[config.mk]
export PLATFORM = sky130hd
export DESIGN_NAME = tlp_stream_packer
export DESIGN_NICKNAME = d
export VERILOG_FILES = /design/src/rtl/tlp_stream_pkg.sv /design/src/rtl/tlp_commit_fifo.sv /design/src/rtl/tlp_stream_packer.sv
export SDC_FILE = /design/constraint.sdc
export NUM_CORES = 2
export LEC_CHECK = 0
export BUFFER_PORTS_ARGS = -buffer_cell sky130_fd_sc_hd__buf_4
export CAP_MARGIN = 20
export CORE_MARGIN = 3
export CORE_UTILIZATION = 60
export CTS_CLUSTER_DIAMETER = 120
export DETAILED_ROUTE_END_ITERATION = 16
export PLACE_DENSITY = 0.73
export REMOVE_ABC_BUFFERS = 1
export SLEW_MARGIN = 20
export SYNTH_ARGS = -nofsm -noshare
export SYNTH_HDL_FRONTEND = slang
export SYNTH_HIERARCHICAL = 1
export SYNTH_MEMORY_MAX_BITS = 65536
export SYNTH_SLANG_ARGS = --single-unit
[constraint.sdc]
create_clock -name InputClock -period 13.2 [get_ports InputClock]
set_input_delay 2.64 -clock InputClock [delete_from_list [all_inputs] [get_ports InputClock]]
set_output_delay 2.64 -clock InputClock [all_outputs]
set_load 0.02 [all_outputs]
[src/rtl/tlp_stream_pkg.sv]
// -----------------------------------------------------------------------------
// tlp_stream_pkg
// Shared constants and types for the TLP stream packer:
//   - default group size / buffer sizing
//   - header beat layout (length field, reserved byte, 40-bit upstream header)
//   - read-side FSM state encoding
// -----------------------------------------------------------------------------
package tlp_stream_pkg;

  localparam int DEF_DATA_WORDS = 15;
  localparam int DEF_DEPTH_LOG2 = 6;
  localparam int DEF_HDR_DEPTH  = 4;

  localparam logic [15:0] HDR_LEN_FIELD = 16'd15;
  localparam logic [7:0]  HDR_RSVD      = 8'h00;

  typedef enum logic [1:0] {
    IDLE   = 2'd0,
    HEADER = 2'd1,
    DATA   = 2'd2
  } rd_state_t;

  // Header beat as seen by the PCIe transmit path.
  function automatic logic [63:0] make_hdr_beat(input logic [39:0] hdr);
    return {HDR_LEN_FIELD, HDR_RSVD, hdr};
  endfunction

endpackage

[src/rtl/tlp_commit_fifo.sv]
// -----------------------------------------------------------------------------
// tlp_commit_fifo
// 64-bit data buffer with a speculative write pointer and a commit pointer.
// Words of a group in flight sit between commit and write pointer; a rewind
// throws them away, a commit makes them visible to the reader.
// Ports:
//   InputClock, rst      clock, synchronous active-high reset
//   i_wr_en, i_wr_data   store word at write pointer (ignored when full)
//   i_commit             commit everything written, including this cycle's word
//   i_rewind             discard uncommitted words (wins over commit)
//   i_rd_adv             advance read pointer (caller reads committed data only)
//   o_rd_data            registered word at the (post-advance) read pointer
//   o_free               free slots relative to the read pointer
// -----------------------------------------------------------------------------
module tlp_commit_fifo #(
  parameter int DEPTH_LOG2 = 6
) (
  input  logic                  InputClock,
  input  logic                  rst,
  input  logic                  i_wr_en,
  input  logic [63:0]           i_wr_data,
  input  logic                  i_commit,
  input  logic                  i_rewind,
  input  logic                  i_rd_adv,
  output logic [63:0]           o_rd_data,
  output logic [DEPTH_LOG2:0]   o_free
);

  localparam int DEPTH = 1 << DEPTH_LOG2;
  localparam int PW    = DEPTH_LOG2 + 1;

  logic [63:0]   r_mem [DEPTH];
  logic [63:0]   r_rd_data;
  logic [PW-1:0] r_wr_ptr;
  logic [PW-1:0] r_commit_ptr;
  logic [PW-1:0] r_rd_ptr;

  logic [PW-1:0] w_used;
  logic [PW-1:0] w_rd_ptr_next;
  logic          w_wr_ok;

  // The extra pointer bit makes "used == DEPTH" distinguishable from empty.
  assign w_used        = r_wr_ptr - r_rd_ptr;
  assign o_free        = PW'(DEPTH) - w_used;
  assign w_wr_ok       = i_wr_en & ~w_used[PW-1];
  assign w_rd_ptr_next = r_rd_ptr + PW'(i_rd_adv);
  assign o_rd_data     = r_rd_data;

  always_ff @(posedge InputClock) begin
    if (w_wr_ok) begin
      r_mem[r_wr_ptr[DEPTH_LOG2-1:0]] <= i_wr_data;
    end
  end

  // Prefetch at the next read address so the word is ready the cycle the
  // pointer lands on it. The reader never sits on an address that is being
  // written, so read-during-write ordering does not matter.
  always_ff @(posedge InputClock) begin
    r_rd_data <= r_mem[w_rd_ptr_next[DEPTH_LOG2-1:0]];
  end

  always_ff @(posedge InputClock) begin
    if (rst) begin
      r_wr_ptr     <= '0;
      r_commit_ptr <= '0;
      r_rd_ptr     <= '0;
    end else begin
      if (i_rewind) begin
        r_wr_ptr <= r_commit_ptr;
      end else if (w_wr_ok) begin
        r_wr_ptr <= r_wr_ptr + 1'b1;
      end
      if (i_commit && !i_rewind) begin
        r_commit_ptr <= r_wr_ptr + PW'(w_wr_ok);
      end
      r_rd_ptr <= w_rd_ptr_next;
    end
  end

endmodule

[src/rtl/tlp_stream_packer.sv]
// -----------------------------------------------------------------------------
// tlp_stream_packer
// Buffers 64-bit sample words into complete TLP groups and streams each group
// as a framed packet: one header beat {len, rsvd, hdr} then DATA_WORDS data
// beats. Groups that are short, long, or do not fit are discarded whole.
// Ports:
//   InputClock, rst                 clock, synchronous active-high reset
//   TLPData, DataWriteEnable        upstream sample words (no back-pressure)
//   TLPHeader, HeaderWriteEnable    group header, arrives with the last word
//   m_data, m_valid, m_ready        output beat stream
//   m_sop, m_eop                    header beat / last data beat markers
//   DroppedTLPs                     saturating count of discarded groups
//   ErrorFlag                       sticky group-length error
// -----------------------------------------------------------------------------
module tlp_stream_packer
  import tlp_stream_pkg::*;
#(
  parameter int DATA_WORDS = DEF_DATA_WORDS,
  parameter int DEPTH_LOG2 = DEF_DEPTH_LOG2,
  parameter int HDR_DEPTH  = DEF_HDR_DEPTH
) (
  input  logic        InputClock,
  input  logic        rst,
  input  logic [63:0] TLPData,
  input  logic        DataWriteEnable,
  input  logic [39:0] TLPHeader,
  input  logic        HeaderWriteEnable,
  output logic [63:0] m_data,
  output logic        m_valid,
  input  logic        m_ready,
  output logic        m_sop,
  output logic        m_eop,
  output logic [15:0] DroppedTLPs,
  output logic        ErrorFlag
);

  localparam int CW = $clog2(DATA_WORDS + 1);
  localparam int BW = $clog2(DATA_WORDS);
  localparam int HP = $clog2(HDR_DEPTH);
  localparam logic [CW-1:0] C_LAST = CW'(DATA_WORDS - 1);
  localparam logic [CW-1:0] C_FULL = CW'(DATA_WORDS);
  localparam logic [BW-1:0] B_LAST = BW'(DATA_WORDS - 1);
  localparam logic [HP:0]   H_FULL = (HP + 1)'(HDR_DEPTH);

  // ---------------- write side ----------------
  logic [CW-1:0] r_grp_cnt;
  logic          r_drop_grp;
  logic [15:0]   r_dropped;
  logic          r_error;

  logic [DEPTH_LOG2:0] w_free;
  logic [63:0]         w_rd_data;
  logic                w_has_space;
  logic                w_overrun;
  logic                w_len_ok;
  logic                w_wr_en;
  logic                w_grp_valid;
  logic                w_grp_drop;
  logic                w_len_err;
  logic                w_hdr_full;
  logic                w_hdr_empty;
  logic                w_hdr_pop;
  logic                w_rd_adv;

  assign w_has_space = |w_free;
  // r_grp_cnt counts every word of the group, stored or not, so that a group
  // lost to a full buffer is not misreported as a length error.
  assign w_overrun   = DataWriteEnable & (r_grp_cnt == C_FULL);
  assign w_len_ok    = DataWriteEnable & (r_grp_cnt == C_LAST);
  assign w_wr_en     = DataWriteEnable & ~r_drop_grp & ~w_overrun & w_has_space;
  assign w_grp_valid = HeaderWriteEnable & w_len_ok & ~r_drop_grp & w_has_space & ~w_hdr_full;
  assign w_grp_drop  = HeaderWriteEnable & ~w_grp_valid;
  assign w_len_err   = HeaderWriteEnable ? ~w_len_ok : w_overrun;

  assign DroppedTLPs = r_dropped;
  assign ErrorFlag   = r_error;

  always_ff @(posedge InputClock) begin
    if (rst) begin
      r_grp_cnt  <= '0;
      r_drop_grp <= 1'b0;
      r_dropped  <= '0;
      r_error    <= 1'b0;
    end else begin
      if (HeaderWriteEnable) begin
        r_grp_cnt  <= '0;
        r_drop_grp <= 1'b0;
      end else if (DataWriteEnable) begin
        if (r_grp_cnt != C_FULL) begin
          r_grp_cnt <= r_grp_cnt + 1'b1;
        end
        if (w_overrun || !w_has_space) begin
          r_drop_grp <= 1'b1;
        end
      end
      if (w_grp_drop && r_dropped != 16'hFFFF) begin
        r_dropped <= r_dropped + 16'd1;
      end
      if (w_len_err) begin
        r_error <= 1'b1;
      end
    end
  end

  tlp_commit_fifo #(
    .DEPTH_LOG2 (DEPTH_LOG2)
  ) u_fifo (
    .InputClock (InputClock),
    .rst        (rst),
    .i_wr_en    (w_wr_en),
    .i_wr_data  (TLPData),
    .i_commit   (w_grp_valid),
    .i_rewind   (w_grp_drop),
    .i_rd_adv   (w_rd_adv),
    .o_rd_data  (w_rd_data),
    .o_free     (w_free)
  );

  // ---------------- committed-header queue ----------------
  logic [39:0] r_hdr_mem [HDR_DEPTH];
  logic [HP:0] r_hdr_wr;
  logic [HP:0] r_hdr_rd;
  logic [HP:0] w_hdr_used;

  assign w_hdr_used  = r_hdr_wr - r_hdr_rd;
  assign w_hdr_full  = (w_hdr_used == H_FULL);
  assign w_hdr_empty = (w_hdr_used == '0);

  for (genvar gi = 0; gi < HDR_DEPTH; gi++) begin : g_hdr
    always_ff @(posedge InputClock) begin
      if (w_grp_valid && r_hdr_wr[HP-1:0] == HP'(gi)) begin
        r_hdr_mem[gi] <= TLPHeader;
      end
    end
  end

  always_ff @(posedge InputClock) begin
    if (rst) begin
      r_hdr_wr <= '0;
      r_hdr_rd <= '0;
    end else begin
      if (w_grp_valid) r_hdr_wr <= r_hdr_wr + 1'b1;
      if (w_hdr_pop)   r_hdr_rd <= r_hdr_rd + 1'b1;
    end
  end

  // ---------------- read FSM ----------------
  rd_state_t     r_state;
  rd_state_t     w_state_next;
  logic [BW-1:0] r_beat_cnt;
  logic [BW-1:0] w_beat_next;

  always_ff @(posedge InputClock) begin
    if (rst) begin
      r_state    <= IDLE;
      r_beat_cnt <= '0;
    end else begin
      r_state    <= w_state_next;
      r_beat_cnt <= w_beat_next;
    end
  end

  // The header stays queued until its beat is accepted, so queue occupancy
  // tracks packets not yet started on the output.
  always_comb begin
    w_state_next = r_state;
    w_beat_next  = r_beat_cnt;
    w_hdr_pop    = 1'b0;
    w_rd_adv     = 1'b0;
    m_valid      = 1'b0;
    m_sop        = 1'b0;
    m_eop        = 1'b0;
    m_data       = '0;
    case (r_state)
      IDLE: begin
        if (!w_hdr_empty) w_state_next = HEADER;
      end
      HEADER: begin
        m_valid = 1'b1;
        m_sop   = 1'b1;
        m_data  = make_hdr_beat(r_hdr_mem[r_hdr_rd[HP-1:0]]);
        if (m_ready) begin
          w_hdr_pop    = 1'b1;
          w_beat_next  = '0;
          w_state_next = DATA;
        end
      end
      DATA: begin
        m_valid = 1'b1;
        m_data  = w_rd_data;
        m_eop   = (r_beat_cnt == B_LAST);
        if (m_ready) begin
          w_rd_adv = 1'b1;
          if (r_beat_cnt == B_LAST) begin
            w_state_next = w_hdr_empty ? IDLE : HEADER;
          end else begin
            w_beat_next = r_beat_cnt + 1'b1;
          end
        end
      end
      default: w_state_next = IDLE;
    endcase
  end

endmodule

==> metrics.csv <==
stage,metric,value,unit
run_status,status,"finished, final reports clean",
clock_tree,post_cts_resize_count,0,
global_routing,grt_util_met2,0.483,
global_routing,grt.met1_usage,0.444,
timing,slew_viol_final,0,
timing,final_hold_viol_count,0,
global_routing,antenna_found_initial,23,
floorplanning,io_pins,193,
pwr,power_frac_seq,0.547,
timing,fin_tns_setup,0,ns
clock_tree,clk_latency,0.98,ns
clock_tree,cts_inserted_buffers,426,
detailed_routing,first_pass_iters,5,
logic_synthesis,ys_ff_latch,4377,
global_routing,grt_pass1_wl,628,mm
finish,layout-drive-gt1-share,0.270,
timing,worstMarginPinSlew,1.18,ns
setup_path,crit_chain,"inv_1, ha_2, buf_4, and2_4, buf_4, a22o_1, buf_4",
detailed_routing,detail_route.vias_per_cell,7.03,
logic_synthesis,synth_edf_count,4256,
finish,nNetsFinal,7995,
floorplanning,coreArea,0.277,mm2
clock_tree,root_buffer,clkbuf_16,
placement,place_hpwl,232,mm
setup_path,end_kind,output pin,
clock_tree,cts_sinks,4377,
floorplanning,dieHeight,534,um
global_routing,grt_remaining_overflow,0,
global_routing,top_usage_layer,met2,
clock_tree,htreeDepth,5,
timing,max_slew_margin,0.209,
job,cap_violations,0,
pwr,powerDensity,150,mW/mm2
logic_synthesis,syn_inst,7472,
logic_synthesis,syn_area,0.167,mm2
pwr,p_leak,0.0567,uW
placement,place_congestion,0.825,
placement,portBuffers,192,
setup_path,cp.required,10.56,ns
detailed_routing,ant_nets,0,
timing,rsz0062_at_grt,no,
pwr,combPwrFrac,0.025,
setup_path,path_delay_family,buffers and inverters,
detailed_routing,drc,0,
detailed_routing,drtIter0Drc,12100,
clock_tree,clk_path_buf_depth,4,
clock_tree,hold_buffers,0,
floorplanning,rows,193,
logic_synthesis,avgSynthCellArea,22.4,um2
pwr,switchingPower,5690,uW
clock_tree,post-cts-setup-buffers,0,
finish,area_growth_syn_to_layout,12.1,%
pwr,swShare,0.202,
detailed_routing,vias,83900,
setup_path,worstSetupStartpointType,flop,
logic_synthesis,yosysSeqAreaShare,0.780,
global_routing,grt_pass1_vias,83600,
floorplanning,die_area,0.285,mm2
timing,fin_skew,0.0575,ns
detailed_routing,wl_per_cell,37.0,um
timing,fmax,136,MHz
floorplanning,start_util,0.604,
clock_tree,clk_pin_slew_worst_paths,0.06,ns
timing,fin_crit,7.33,ns
pwr,irDropWorstVdd,0.129,mV
timing,setup_ws,5.87,ns
logic_synthesis,ys_warn_count,6,
clock_tree,tritoncts,yes,
logic_synthesis,synth_cell_types,65,
setup_path,worst-endpoint-arrival,4.69,ns
timing,finalCritPeriodShare,0.555,
setup_path,critPathBufInv,4,
logic_synthesis,synthArstFlopShare,0,
setup_path,worstPathMaxFanout,29,
hold_path,hold_class,flop to flop,
global_routing,globalRouteTotalUtil,0.311,
setup_path,critPathKind,flop to output pin,
setup_path,critical_path.slowest_cell,a22o_1,
timing,setup_viol,0,
pwr,internal_power,22400,uW
global_routing,grt_max_degree,133,
setup_path,crit_top_cell,buf_4,
pwr,pwr-share-clk,0.428,
global_routing,met3_usage,0.0750,
setup_path,slowest_delay,0.64,ns
detailed_routing,wl,441,mm
placement,pre_cts_ws,5.52,ns
logic_synthesis,synthFlopType,edfxtp_1,
floorplanning,die_w,534,um
cell families (layout without fill, tap and decap cells):
group | after synthesis | count (layout) | synth area share
AOI/OAI and AO/OA | 398 | 398 | 0.0160
xor gates and xnor gates | 35 | 35 | 0.00204
adders and majority gates | 29 | 29 | 0.00222
buffers and inverters | 442 | 1198 | 0.0125
DFF | 4377 | 4377 | 0.780
muxes | 1337 | 1337 | 0.165
other | 0 | 7 | 0
and+or+nand+nor | 854 | 854 | 0.0227
worst reg2reg max path: stages, from the launching register on:
cell      delay [ns]
dfxtp_1         0.39
inv_1           0.19
ha_1            0.21
inv_1           0.06
fa_1            0.42
a21o_1          0.19
a21oi_1         0.17
xnor2_1         0.12
a211oi_1        0.30
nand3_1         0.15
xnor2_1         0.19
nor4_1          0.10
nand2_1         0.12
nand2_1         0.08
nor2_1          0.25
or3b_1          0.38
mux2i_1         0.18
nor4_1          0.08
buf_4           0.20
nor2_1          0.18
nand3_1         0.63
nor2_4          1.09
buf_4           0.92
metal layers:
metal / part of all wire / vias up / wire (um)
li1: - / 32200 / -
met1: 0.36 / 44700 / 159000
met2: 0.48 / 6026 / 210000
met3: 0.12 / 915 / 55000
met4: 0.038 / 14 / 16700
met5: 0.00021 / - / 91
final cells by class:
cell class / count / area [um2]
antenna: 7 / 17.5
fill: 16800 / 89400
clock buffer: 548 / 11300
inverter: 28 / 105
sequential: 4377 / 130000
multi-input combinational: 2653 / 35400
timing repair buffer: 371 / 3060
clock inverter: 251 / 2570
tap: 3705 / 4640
state kept, by name, indices dropped and copies added, names as in the netlist, named ones only:
name and flops:
u_fifo/r_mem 4096, r_hdr_mem 160, u_fifo/o_rd_data 64, DroppedTLPs 16
u_fifo/r_commit_ptr 7, u_fifo/r_rd_ptr 7, u_fifo/r_wr_ptr 7, r_beat_cnt 4
r_grp_cnt 4, r_hdr_rd 3, r_hdr_wr 3, r_state 2
ErrorFlag 1, r_drop_grp 1
synthesized netlist by cell type (3+ instances only):
cell type	number	share of area
a32oi_1	47	0.0025
nor3_1	12	0.00036
o21a_1	8	0.00036
nor4_1	5	0.00019
a311oi_1	3	0.00016
or4_1	9	0.00040
mux2i_1	193	0.012
nand2_1	467	0.010
edfxtp_1	4256	0.77
a31oi_1	59	0.0022
xor2_1	14	0.00073
nand2b_1	5	0.00019
mux2_2	8	0.00054
o21ai_0	29	0.00087
o21ai_1	29	0.00087
nand4_1	52	0.0019
o31ai_1	6	0.00027
ha_1	28	0.0021
inv_1	28	0.00063
buf_4	46	0.0021
buf_2	170	0.0051
nor4_2	3	0.00022
nand3_1	113	0.0034
xnor2_1	18	0.00094
a22o_1	40	0.0021
and3_1	26	0.00097
clkbuf_1	155	0.0035
nand3b_1	4	0.00018
o21bai_1	3	0.00013
and2_1	8	0.00030
a21oi_1	70	0.0021
buf_1	38	0.00085
o22ai_1	49	0.0018
or3_1	8	0.00030
a211oi_1	8	0.00036
nor2b_1	13	0.00049
a21o_1	6	0.00027
a22oi_1	32	0.0014
nor2_1	116	0.0026
mux4_2	1134	0.15
dfxtp_1	121	0.014
buf_6	5	0.00034
placed cells by master (no fill, tap or decap), drive strengths merged, types with 70 or more instances in the layout:
cell type and instances:
a21oi 70, buf 371, clkbuf 548, clkinv 186, dfxtp 121, edfxtp 4256
mux2i 193, mux4 1134, nand2 467, nand3 114, nor2 118
worst paths after layout:
path                      startpoint                   end  slack [ns]  cells past startpoint
setup / recovery          r_state[1]            m_data[28]        5.87                      7
hold / removal             ErrorFlag             ErrorFlag        0.49                      2
setup reg to reg  u_fifo/r_wr_ptr[0]  u_fifo/r_mem[26][38]        6.15                     22
hold reg to reg            ErrorFlag             ErrorFlag        0.49                      2
per-stage QoR:
step | instance area [um2] | power, uW | util | cells | hold WS, ns
2_1_floorplan | 165000 | 16200 | - | 7058 | 0.460
3_3_place_gp | 173000 | 16300 | 0.626 | 11100 | 0.470
3_5_place_dp | 173000 | 16400 | 0.627 | 11100 | 0.480
4_1_cts | 187000 | 28200 | 0.677 | 11900 | 0.493
5_1_grt | 187000 | 28800 | 0.677 | 11900 | 0.532
6_report | 187000 | 28100 | 0.677 | 11900 | 0.487
power groups by stage:
stage          Clock (uW)  Combinational [uW]  Sequential [uW]
2_1_floorplan           0                 596            15600
5_1_grt             12700                 749            15400
3_3_place_gp            0                 671            15700
3_5_place_dp            0                 698            15700
6_report            12000                 699            15400
4_1_cts             12200                 702            15400
Power figures use the tool's default switching activity.
